===== config.mk =====
export PLATFORM = sky130hd
export DESIGN_NAME = mtc_builder_sync
export DESIGN_NICKNAME = d
export VERILOG_FILES = /design/src/rtl/mtc_builder_sync.sv
export SDC_FILE = /design/constraint.sdc
export NUM_CORES = 1
export LEC_CHECK = 0
export BUFFER_PORTS_ARGS = -buffer_cell sky130_fd_sc_hd__buf_4
export CAP_MARGIN = 20
export CORE_AREA = 4 4 457 459
export DETAILED_ROUTE_END_ITERATION = 6
export DIE_AREA = 0 0 461 463
export GPL_ROUTABILITY_DRIVEN = 1
export HOLD_SLACK_MARGIN = 0.03
export PLACE_DENSITY = 0.41
export SLEW_MARGIN = 20
export SYNTH_ARGS = -nofsm -noshare
export SYNTH_HDL_FRONTEND = slang
export SYNTH_SLANG_ARGS = --single-unit

===== constraint.sdc =====
create_clock -name clock -period 6.3 [get_ports clock]
set_clock_uncertainty 0.15 [all_clocks]
set_input_delay 1.26 -clock clock [delete_from_list [all_inputs] [get_ports clock]]
set_output_delay 1.26 -clock clock [all_outputs]
set_load 0.01 [all_outputs]

===== src/rtl/mtc_builder_sync.sv =====
// MTC builder: pairs each SL candidate with its ptcalc thread result.
// Each SL slot buffers one candidate until the thread named by its process
// channel delivers a pT word, or until a programmable timeout expires. It
// then emits one registered MTC word {valid, timeout, pt, slc} on its link.
// Candidates on an out-of-range channel need no pT and pass straight through.
// Saturating counters track pre-empted candidates and unmatched pT strobes.
module mtc_builder_sync #(
    parameter int PTCALC_WIDTH = 64,
    parameter int SLC_WIDTH    = 128,
    parameter int CH_WIDTH     = 2,
    parameter int N_THREADS    = 3,
    parameter int N_SL         = 3,
    parameter int TIMEOUT      = 16,
    parameter int CNT_WIDTH    = 8
) (
    input  logic                                        clock,
    input  logic                                        rst,
    input  logic [N_SL-1:0]                             slc_valid,
    input  logic [N_SL-1:0][SLC_WIDTH-1:0]              slc_data,
    input  logic [N_SL-1:0][CH_WIDTH-1:0]               slc_ch,
    input  logic [N_THREADS-1:0]                        pt_valid,
    input  logic [N_THREADS-1:0][PTCALC_WIDTH-1:0]      pt_data,
    output logic [N_SL-1:0][SLC_WIDTH+PTCALC_WIDTH+1:0] mtc,
    output logic [CNT_WIDTH-1:0]                        preempt_cnt,
    output logic [CNT_WIDTH-1:0]                        orphan_cnt
);

    localparam int MTC_WIDTH = SLC_WIDTH + PTCALC_WIDTH + 2;
    localparam int TMR_WIDTH = 8;               // TIMEOUT is limited to 1..255
    localparam int SUM_WIDTH = CNT_WIDTH + 8;   // counter plus one cycle's increments

    typedef enum logic {
        S_IDLE = 1'b0,
        S_WAIT = 1'b1
    } state_t;

    // Per-slot control state
    state_t                 state  [N_SL];
    logic [TMR_WIDTH-1:0]   timer  [N_SL];
    logic [N_SL-1:0]        bypass;     // held candidate has no thread; emit it next cycle

    // Per-slot candidate buffer
    logic [SLC_WIDTH-1:0]   slc_q  [N_SL];
    logic [CH_WIDTH-1:0]    ch_q   [N_SL];

    // Matching results for the current cycle
    logic [N_SL-1:0]         ch_ok;
    logic [N_SL-1:0]         eligible;
    logic [N_SL-1:0]         slot_match;
    logic [PTCALC_WIDTH-1:0] slot_pt [N_SL];
    logic [N_THREADS-1:0]    taken;
    logic [SUM_WIDTH-1:0]    orphan_n;
    logic [SUM_WIDTH-1:0]    preempt_n;

    function automatic logic [MTC_WIDTH-1:0] mk_word(
        input logic                    to,
        input logic [PTCALC_WIDTH-1:0] pt,
        input logic [SLC_WIDTH-1:0]    slc
    );
        return {1'b1, to, pt, slc};
    endfunction

    function automatic logic [CNT_WIDTH-1:0] sat_add(
        input logic [CNT_WIDTH-1:0] cnt,
        input logic [SUM_WIDTH-1:0] inc
    );
        logic [SUM_WIDTH-1:0] sum;
        sum = SUM_WIDTH'(cnt) + inc;
        if (sum > SUM_WIDTH'({CNT_WIDTH{1'b1}})) begin
            return '1;
        end
        return sum[CNT_WIDTH-1:0];
    endfunction

    // Route each thread strobe to the lowest-index waiting slot on its channel
    // and count the strobes that find no slot plus the slots being pre-empted.
    // NOTE: combinational blocks use blocking '=' and give every output a default first, so no latch is inferred.
    always_comb begin
        taken      = '0;
        slot_match = '0;
        orphan_n   = '0;
        preempt_n  = '0;
        for (int i = 0; i < N_SL; i++) begin
            slot_pt[i]  = '0;
            ch_ok[i]    = int'(slc_ch[i]) < N_THREADS;
            // A slot being pre-empted gives up its claim on this cycle's strobe.
            eligible[i] = (state[i] == S_WAIT) && !bypass[i] && !slc_valid[i];
            if ((state[i] == S_WAIT) && slc_valid[i]) begin
                preempt_n = preempt_n + SUM_WIDTH'(1);
            end
        end
        for (int i = 0; i < N_SL; i++) begin
            for (int t = 0; t < N_THREADS; t++) begin
                if (pt_valid[t] && !taken[t] && eligible[i] && (ch_q[i] == CH_WIDTH'(t))) begin
                    slot_match[i] = 1'b1;
                    slot_pt[i]    = pt_data[t];
                    taken[t]      = 1'b1;
                end
            end
        end
        for (int t = 0; t < N_THREADS; t++) begin
            if (pt_valid[t] && !taken[t]) begin
                orphan_n = orphan_n + SUM_WIDTH'(1);
            end
        end
    end

    // Capture every new candidate; the control FSM decides what it means.
    // NOTE: the candidate buffers are not reset: slot state gates every read, so clearing them buys nothing.
    always_ff @(posedge clock) begin
        for (int i = 0; i < N_SL; i++) begin
            if (slc_valid[i]) begin
                slc_q[i] <= slc_data[i];
                ch_q[i]  <= slc_ch[i];
            end
        end
    end

    // Per-slot IDLE/WAIT FSM with registered MTC output and error counters.
    // NOTE: sequential state uses non-blocking '<=' so every register samples pre-edge values.
    always_ff @(posedge clock) begin
        if (rst) begin
            for (int i = 0; i < N_SL; i++) begin
                state[i] <= S_IDLE;
                timer[i] <= '0;
                bypass[i] <= 1'b0;
                mtc[i]   <= '0;
            end
            preempt_cnt <= '0;
            orphan_cnt  <= '0;
        end else begin
            preempt_cnt <= sat_add(preempt_cnt, preempt_n);
            orphan_cnt  <= sat_add(orphan_cnt, orphan_n);
            for (int i = 0; i < N_SL; i++) begin
                mtc[i] <= '0;
                case (state[i])
                    S_IDLE: begin
                        if (slc_valid[i]) begin
                            if (ch_ok[i]) begin
                                state[i]  <= S_WAIT;
                                timer[i]  <= TMR_WIDTH'(TIMEOUT);
                                bypass[i] <= 1'b0;
                            end else begin
                                mtc[i] <= mk_word(1'b0, '0, slc_data[i]);
                            end
                        end
                    end
                    S_WAIT: begin
                        if (slc_valid[i]) begin
                            // Pre-emption: the old candidate leaves as a timeout word
                            // and the new one occupies the slot; a channel-less new
                            // candidate waits one cycle for the link to free up.
                            mtc[i] <= mk_word(1'b1, '0, slc_q[i]);
                            timer[i]  <= TMR_WIDTH'(TIMEOUT);
                            bypass[i] <= !ch_ok[i];
                        end else if (bypass[i]) begin
                            mtc[i]    <= mk_word(1'b0, '0, slc_q[i]);
                            bypass[i] <= 1'b0;
                            state[i]  <= S_IDLE;
                        end else if (slot_match[i]) begin
                            mtc[i]   <= mk_word(1'b0, slot_pt[i], slc_q[i]);
                            state[i] <= S_IDLE;
                        end else if (timer[i] == TMR_WIDTH'(1)) begin
                            mtc[i]   <= mk_word(1'b1, '0, slc_q[i]);
                            state[i] <= S_IDLE;
                        end else begin
                            timer[i] <= timer[i] - TMR_WIDTH'(1);
                        end
                    end
                    default: state[i] <= S_IDLE;
                endcase
            end
        end
    end

endmodule


### Word-level counts from Yosys, hierarchy flattened

Memory sizes are Yosys's and may differ from the RTL's.
Index checks and enable logic that the tools add are counted.

| storage, ports and cells | value |
|---|---|
| memories kept | 4 |
| bits in writable memories | 417 |
| word-level logic and storage cells | 326 |
| register bits | 601 |

Memory list:

| memory | words | width | rd ports | clocked after Yosys merged registers in | wr ports | RTL line | text |
|---|---|---|---|---|---|---|---|
| slc_q | 3 | 128 | 3 | 0 | 3 | 43 | `logic [SLC_WIDTH-1:0] slc_q [N_SL];` |
| timer | 3 | 8 | 3 | 0 | 3 | 39 | `logic [TMR_WIDTH-1:0] timer [N_SL];` |
| ch_q | 3 | 2 | 3 | 0 | 3 | 44 | `logic [CH_WIDTH-1:0] ch_q [N_SL];` |
| state | 3 | 1 | 3 | 0 | 3 | 38 | `state_t state [N_SL];` |

| cells by class | value |
|---|---|
| reduce and logical (&&, ||, !) cells | 60 |
| multiplexer cells | 201 |
| add/sub/neg operators | 9 |
| equality and inequality tests | 15 |
| $lt $le $gt $ge | 5 |
| bitwise operators | 24 |

Operator list:

| kind | count |
|---|---|
| 194-bit 2-to-1 mux | 18 |
| 194-bit case mux with 2 select lines | 3 |
| 64-bit 2-to-1 mux | 9 |
| 1-bit 2-to-1 mux | 151 |
| 8-bit 2-to-1 mux | 13 |
| 16-bit 2-to-1 mux | 4 |
| 16-bit by 1-bit adder with 16-bit output (second input constant) | 3 |
| 1-bit logical AND | 36 |
| 8-bit by 16-bit adder with 16-bit output | 2 |
| 16-bit by 8-bit > comparator with 1-bit output (second input constant) | 2 |
| 8-bit by 1-bit == test with 1-bit output (second input constant) | 3 |
| 8-bit by 1-bit subtractor with 8-bit output (second input constant) | 3 |
| 1-bit bitwise OR | 21 |
| 1-bit logical NOT | 18 |
| 2-bit != test (second input constant) | 6 |
| 2-bit by 1-bit == test with 1-bit output (second input constant) | 3 |
| 2-bit == test (second input constant) | 3 |
| 2-bit logical NOT | 3 |
| 2-bit less-than comparator (second input constant) | 3 |
| 1-bit case mux with 2 select lines | 3 |
| 2-bit AND reduction | 3 |
| 1-bit NOT | 3 |
| 1-bit by 1-bit adder with 2-bit output (second input constant) | 1 |

### Longest topological paths before layout

| logic depth | value |
|---|---|
| word-level depth | 28 |
| depth in mapped cells | 14 |
| mapped depth without buffers | 13 |

### Worst setup path after synthesis

Ideal clock, no wire load.

| path | value |
|---|---|
| kind | input -> register |
| from | input slc_valid[1] |
| to | register orphan_cnt[7] |
| stages | 14 |
| slack | 2.220 ns |
| library setup time | 0.132 ns |
| data arrival time | 3.799 ns |
| path through | clkbuf_1 nor3b_1 a221oi_1 and2_1 inv_1 ha_1 xor2_1 ha_1 fa_1 a21oi_1 nor2b_1 and2_1 and3b_1 nor3_1 |

| between the ends | value |
|---|---|
| word-level cells in the longest chain between the ends | 22 |
| elaborated cells on any way between the ends | 42 |
| classes of those cells | 3 x add/sub; 1 x order compare; 12 x mux; 26 x reduce/logical |

RTL lines:

| item | RTL line | text |
|---|---|---|
| from (decl) | 18 | `input logic [N_SL-1:0] slc_valid,` |
| 1-bit logical NOT (*) | 87 | `eligible[i] = (state[i] == S_WAIT) && !bypass[i] && !slc_valid[i];` |
| 1-bit logical AND (*) | 87 |  |
| 1-bit logical AND (2 in series) | 94 | `if (pt_valid[t] && !taken[t] && eligible[i] && (ch_q[i] == CH_WIDTH'(t))) begin` |
| 1-bit 2-to-1 mux | 94 |  |
| 1-bit logical NOT | 94 |  |
| 1-bit logical AND (3 in series) | 94 |  |
| 1-bit 2-to-1 mux | 94 |  |
| 1-bit logical NOT | 102 | `if (pt_valid[t] && !taken[t]) begin` |
| [... 3 more ...] | n/a |  |
| 16-bit 2-to-1 mux | 102 |  |
| 16-bit by 1-bit adder with 16-bit output | 103 | `orphan_n = orphan_n + SUM_WIDTH'(1);` |
| 16-bit 2-to-1 mux (*) | 102 |  |
| 8-bit by 16-bit adder with 16-bit output (*) | 68 | `sum = SUM_WIDTH'(cnt) + inc;` |
| 16-bit by 8-bit > comparator with 1-bit output | 69 | `if (sum > SUM_WIDTH'({CNT_WIDTH{1'b1}})) begin` |
| 1-bit 2-to-1 mux | 69 |  |
| 1-bit 2-to-1 mux | 122 | `if (rst) begin` |
| 8-bit 2-to-1 mux (*) | 72 | `return sum[CNT_WIDTH-1:0];` |
| to (signal assigned) | 133 | `orphan_cnt <= sat_add(orphan_cnt, orphan_n);` |
| to (decl) | 25 | `output logic [CNT_WIDTH-1:0] orphan_cnt` |

Every way passes the cells marked *; elsewhere a longest branch is shown, timed or not. The select of a mux whose other input is x is not followed.
A chain may end at the register's enable or synchronous reset.

### Worst setup path in the final report

| path | value |
|---|---|
| from | input slc_valid[1] |
| to | register orphan_cnt[2] |

The elaborated chain is that of the path after synthesis.

==> impl_metrics.ini <==
[sta]
final-setup-viol-count = 0
slew_headroom_pct = 33.1
drv_slew = 0
fin_crit_sh_pct = 61.9
max_freq_ghz = 0.257
tightest_slew_ns = 1.00
fin_crit_ns = 3.90
rsz0062_at_grt = false
tns_ns = 0
hold_viol = 0

[logic_synthesis]
synth_edf_count = 416
async_reset_ff_share_pct = 0
post_synth.cell_area_avg_um2 = 14.1
ys_ff_latch = 1018
yosysTopAreaCellShare_pct = 37.2
syn_area_um2 = 33600
dominantRegCellSynth = dfxtp_1
synth-seq-area-share_pct = 73.0
synth_top_cell_by_area = edfxtp_1
synth_cell_types = 60
syn-num-nets = 2998
synth_warnings = 0
netlist_instances = 2390
yosys-top-cells-area = edfxtp_1, dfxtp_1, a22o_1, a22oi_1, a21oi_1

[critical_path]
endpoint_kind = register
worstSetupStartpointType = primary input
crit_type = in2reg
required_ns = 6.77
crit_path_max_fanout = 27
ff2ff_path_depth = 12
cp.arrival_ns = 4.36

[power_and_ir_drop]
powerDensity_nw_per_um2 = 326
power_frac_seq_pct = 46.0
leakage_uw = 0.0196
clkPwrFrac_pct = 45.2
power_switching_uw = 3870
vdd_drop_max_mv = 0.256
intPower_uw = 12300
p_sw_share_pct = 23.9
power.combinational.fraction_pct = 8.8
p_total_uw = 16200

[grt]
grt.total_usage_pct = 14.1
overflow = 0
grt_pass1_vias = 25900
grt_max_degree = 130
antenna_found_initial = 59
grt_pass1_wl_um = 215000

[clock_tree]
post_cts_resized = 0
clk_latency_ns = 0.75
root_buffer = clkbuf_16
h-tree-depth = 3
numCtsBuffers = 121
post_cts_buffers = 0
clockBufferDepth = 3
cts_tree = done
cts_num_sinks = 1018
clk_pin_slew_worst_paths_ns = 0.06
hold_buffers = 0

[outcome]
violations = design-rule violations
outcome = finished with violations

[floorplan]
placementRows = 166
ios = 1188
core_um2 = 204000
start_util_pct = 16.4
die_area_um2 = 213000
die_h_um = 463
die_w_um = 461

[drt]
routedWlPerCell_um = 25.1
firstDrtPassIters = 7
routed_wl_um = 160000
antenna_left = 0
drc = 9
vias_per_cell = 4.04
drt_iter0_drc = 2378
vias = 25700

[hold_path]
min_delay_path_depth = 1
hold_path.class = reg2reg

[placement]
post_dp_cell_area_um2 = 45600
hpwl_um = 119000
numPortBuffers = 1187
gp_congestion = 0.845

[final_layout]
area_growth_pct = 48.1
stdcell_area_um2 = 49700
layout-drive-gt1-share_pct = 39.1
nets = 4164

[run]
maxCapViolCount = 0
-- routing by layer --
layer / global-route usage, % / part of all wire [%] / wire (um) / up-vias
met1: 16.3 / 39 / 61900 / 12600
li1: - / - / - / 11500
met2: 23.5 / 47 / 75400 / 1238
met3: 6.83 / 12 / 18500 / 237
met4: 3.38 / 2.4 / 3780 / 50
met5: 0 / 0.20 / 326 / -
-- layout by cell type, fill, tap and decap left out, types with 26 or more instances in the layout --
master	instances
clkbuf_1	37
nand2_1	156
clkbuf_16	125
dfxtp_1	602
a22oi_1	129
edfxtp_1	416
buf_4	1206
a22o_1	385
inv_1	26
a21oi_1	150
nor2_1	108
a222oi_1	64
-- power by group through the flow --
stage	logic, uW	registers (uW)	clock network (uW)
floorplan	438	7630	0
global placement	1450	7590	0
detailed placement	1460	7590	0
CTS	1460	7460	7610
global route	1550	7490	7850
finish	1430	7450	7330
-- layout make-up --
class	instances	area, um^2
tap	2688	3360
timing repair buffer	1219	9290
fill	21600	155000
sequential	1018	24500
clock buffer	178	3490
multi-input combinational	1170	8260
antenna	13	32.5
clock inverter	49	676
inverter	26	97.6
-- stage by stage --
| stage | hold slack, ns | worst slack, ns | cells | util, % |
|---|---|---|---|---|
| 6_report | 0.290 | 2.40 | 6361 | 24.3 |
| 5_1_grt | 0.290 | 2.15 | 6354 | 24.3 |
| 4_1_cts | 0.270 | 2.46 | 6348 | 24.3 |
| 3_5_place_dp | 0.290 | 1.60 | 6121 | 22.3 |
| 3_3_place_gp | 0.287 | 1.60 | 6121 | 22.3 |
| 2_1_floorplan | 0.286 | 2.22 | 2390 | - |
-- final timing paths --
| check | slack (ns) | endpoint | from |
|---|---|---|---|
| max reg2reg | 2.54 | orphan_cnt[2] | state[0] |
| min reg2reg | 0.29 | mtc[71] | slc_q[0][71] |
| min | 0.29 | mtc[71] | slc_q[0][71] |
| max | 2.40 | orphan_cnt[2] | slc_valid[1] |
-- worst max-delay path: stages --
cell and delay, ns:
buf_6 0.26, nor3b_1 0.17, a221oi_1 0.44, and2_1 0.22, inv_1 0.05, ha_1 0.29
xor2_1 0.18, ha_1 0.24, fa_1 0.43, a21oi_1 0.16, nor2b_1 0.08, and2_1 0.19
nand4_1 0.19, a21oi_1 0.10
-- cell families (layout without fill, tap and decap cells) --
group | after synthesis | after routing | share of synthesized area [%]
muxes | 1 | 1 | 0.0335
other | 0 | 13 | 0
and+or+nand+nor | 351 | 351 | 4.67
AOI/OAI and AO/OA | 773 | 773 | 18.1
adders and majority gates | 18 | 18 | 0.715
DFF | 1018 | 1018 | 73.0
buffers and inverters | 202 | 1472 | 2.70
xor gates and xnor gates | 27 | 27 | 0.704
-- flip-flops by register name, indices dropped and copies added, names as in the netlist --
name / cells
bypass: 3
orphan_cnt: 8
ch_q: 6
preempt_cnt: 8
timer: 24
slc_q: 384
state: 3
mtc: 582
-- cells in the mapped netlist, drive strengths merged, types with 4 or more instances --
library cell / instances
a222oi: 64
a31oi: 6
and2: 7
nand2b: 5
nor4: 5
nor3: 11
nor4b: 5
o211a: 5
or4: 5
a22o: 385
nor3b: 9
dfxtp: 602
clkbuf: 113
a21oi: 150
a22oi: 129
nor2b: 10
inv: 26
nand2: 157
a211oi: 4
nand3: 10
nor2: 109
or2: 5
xor2: 8
xnor2: 19
edfxtp: 416
o21ai: 6
ha: 16
buf: 63
Note: power is estimated with default switching activity, not from simulation.
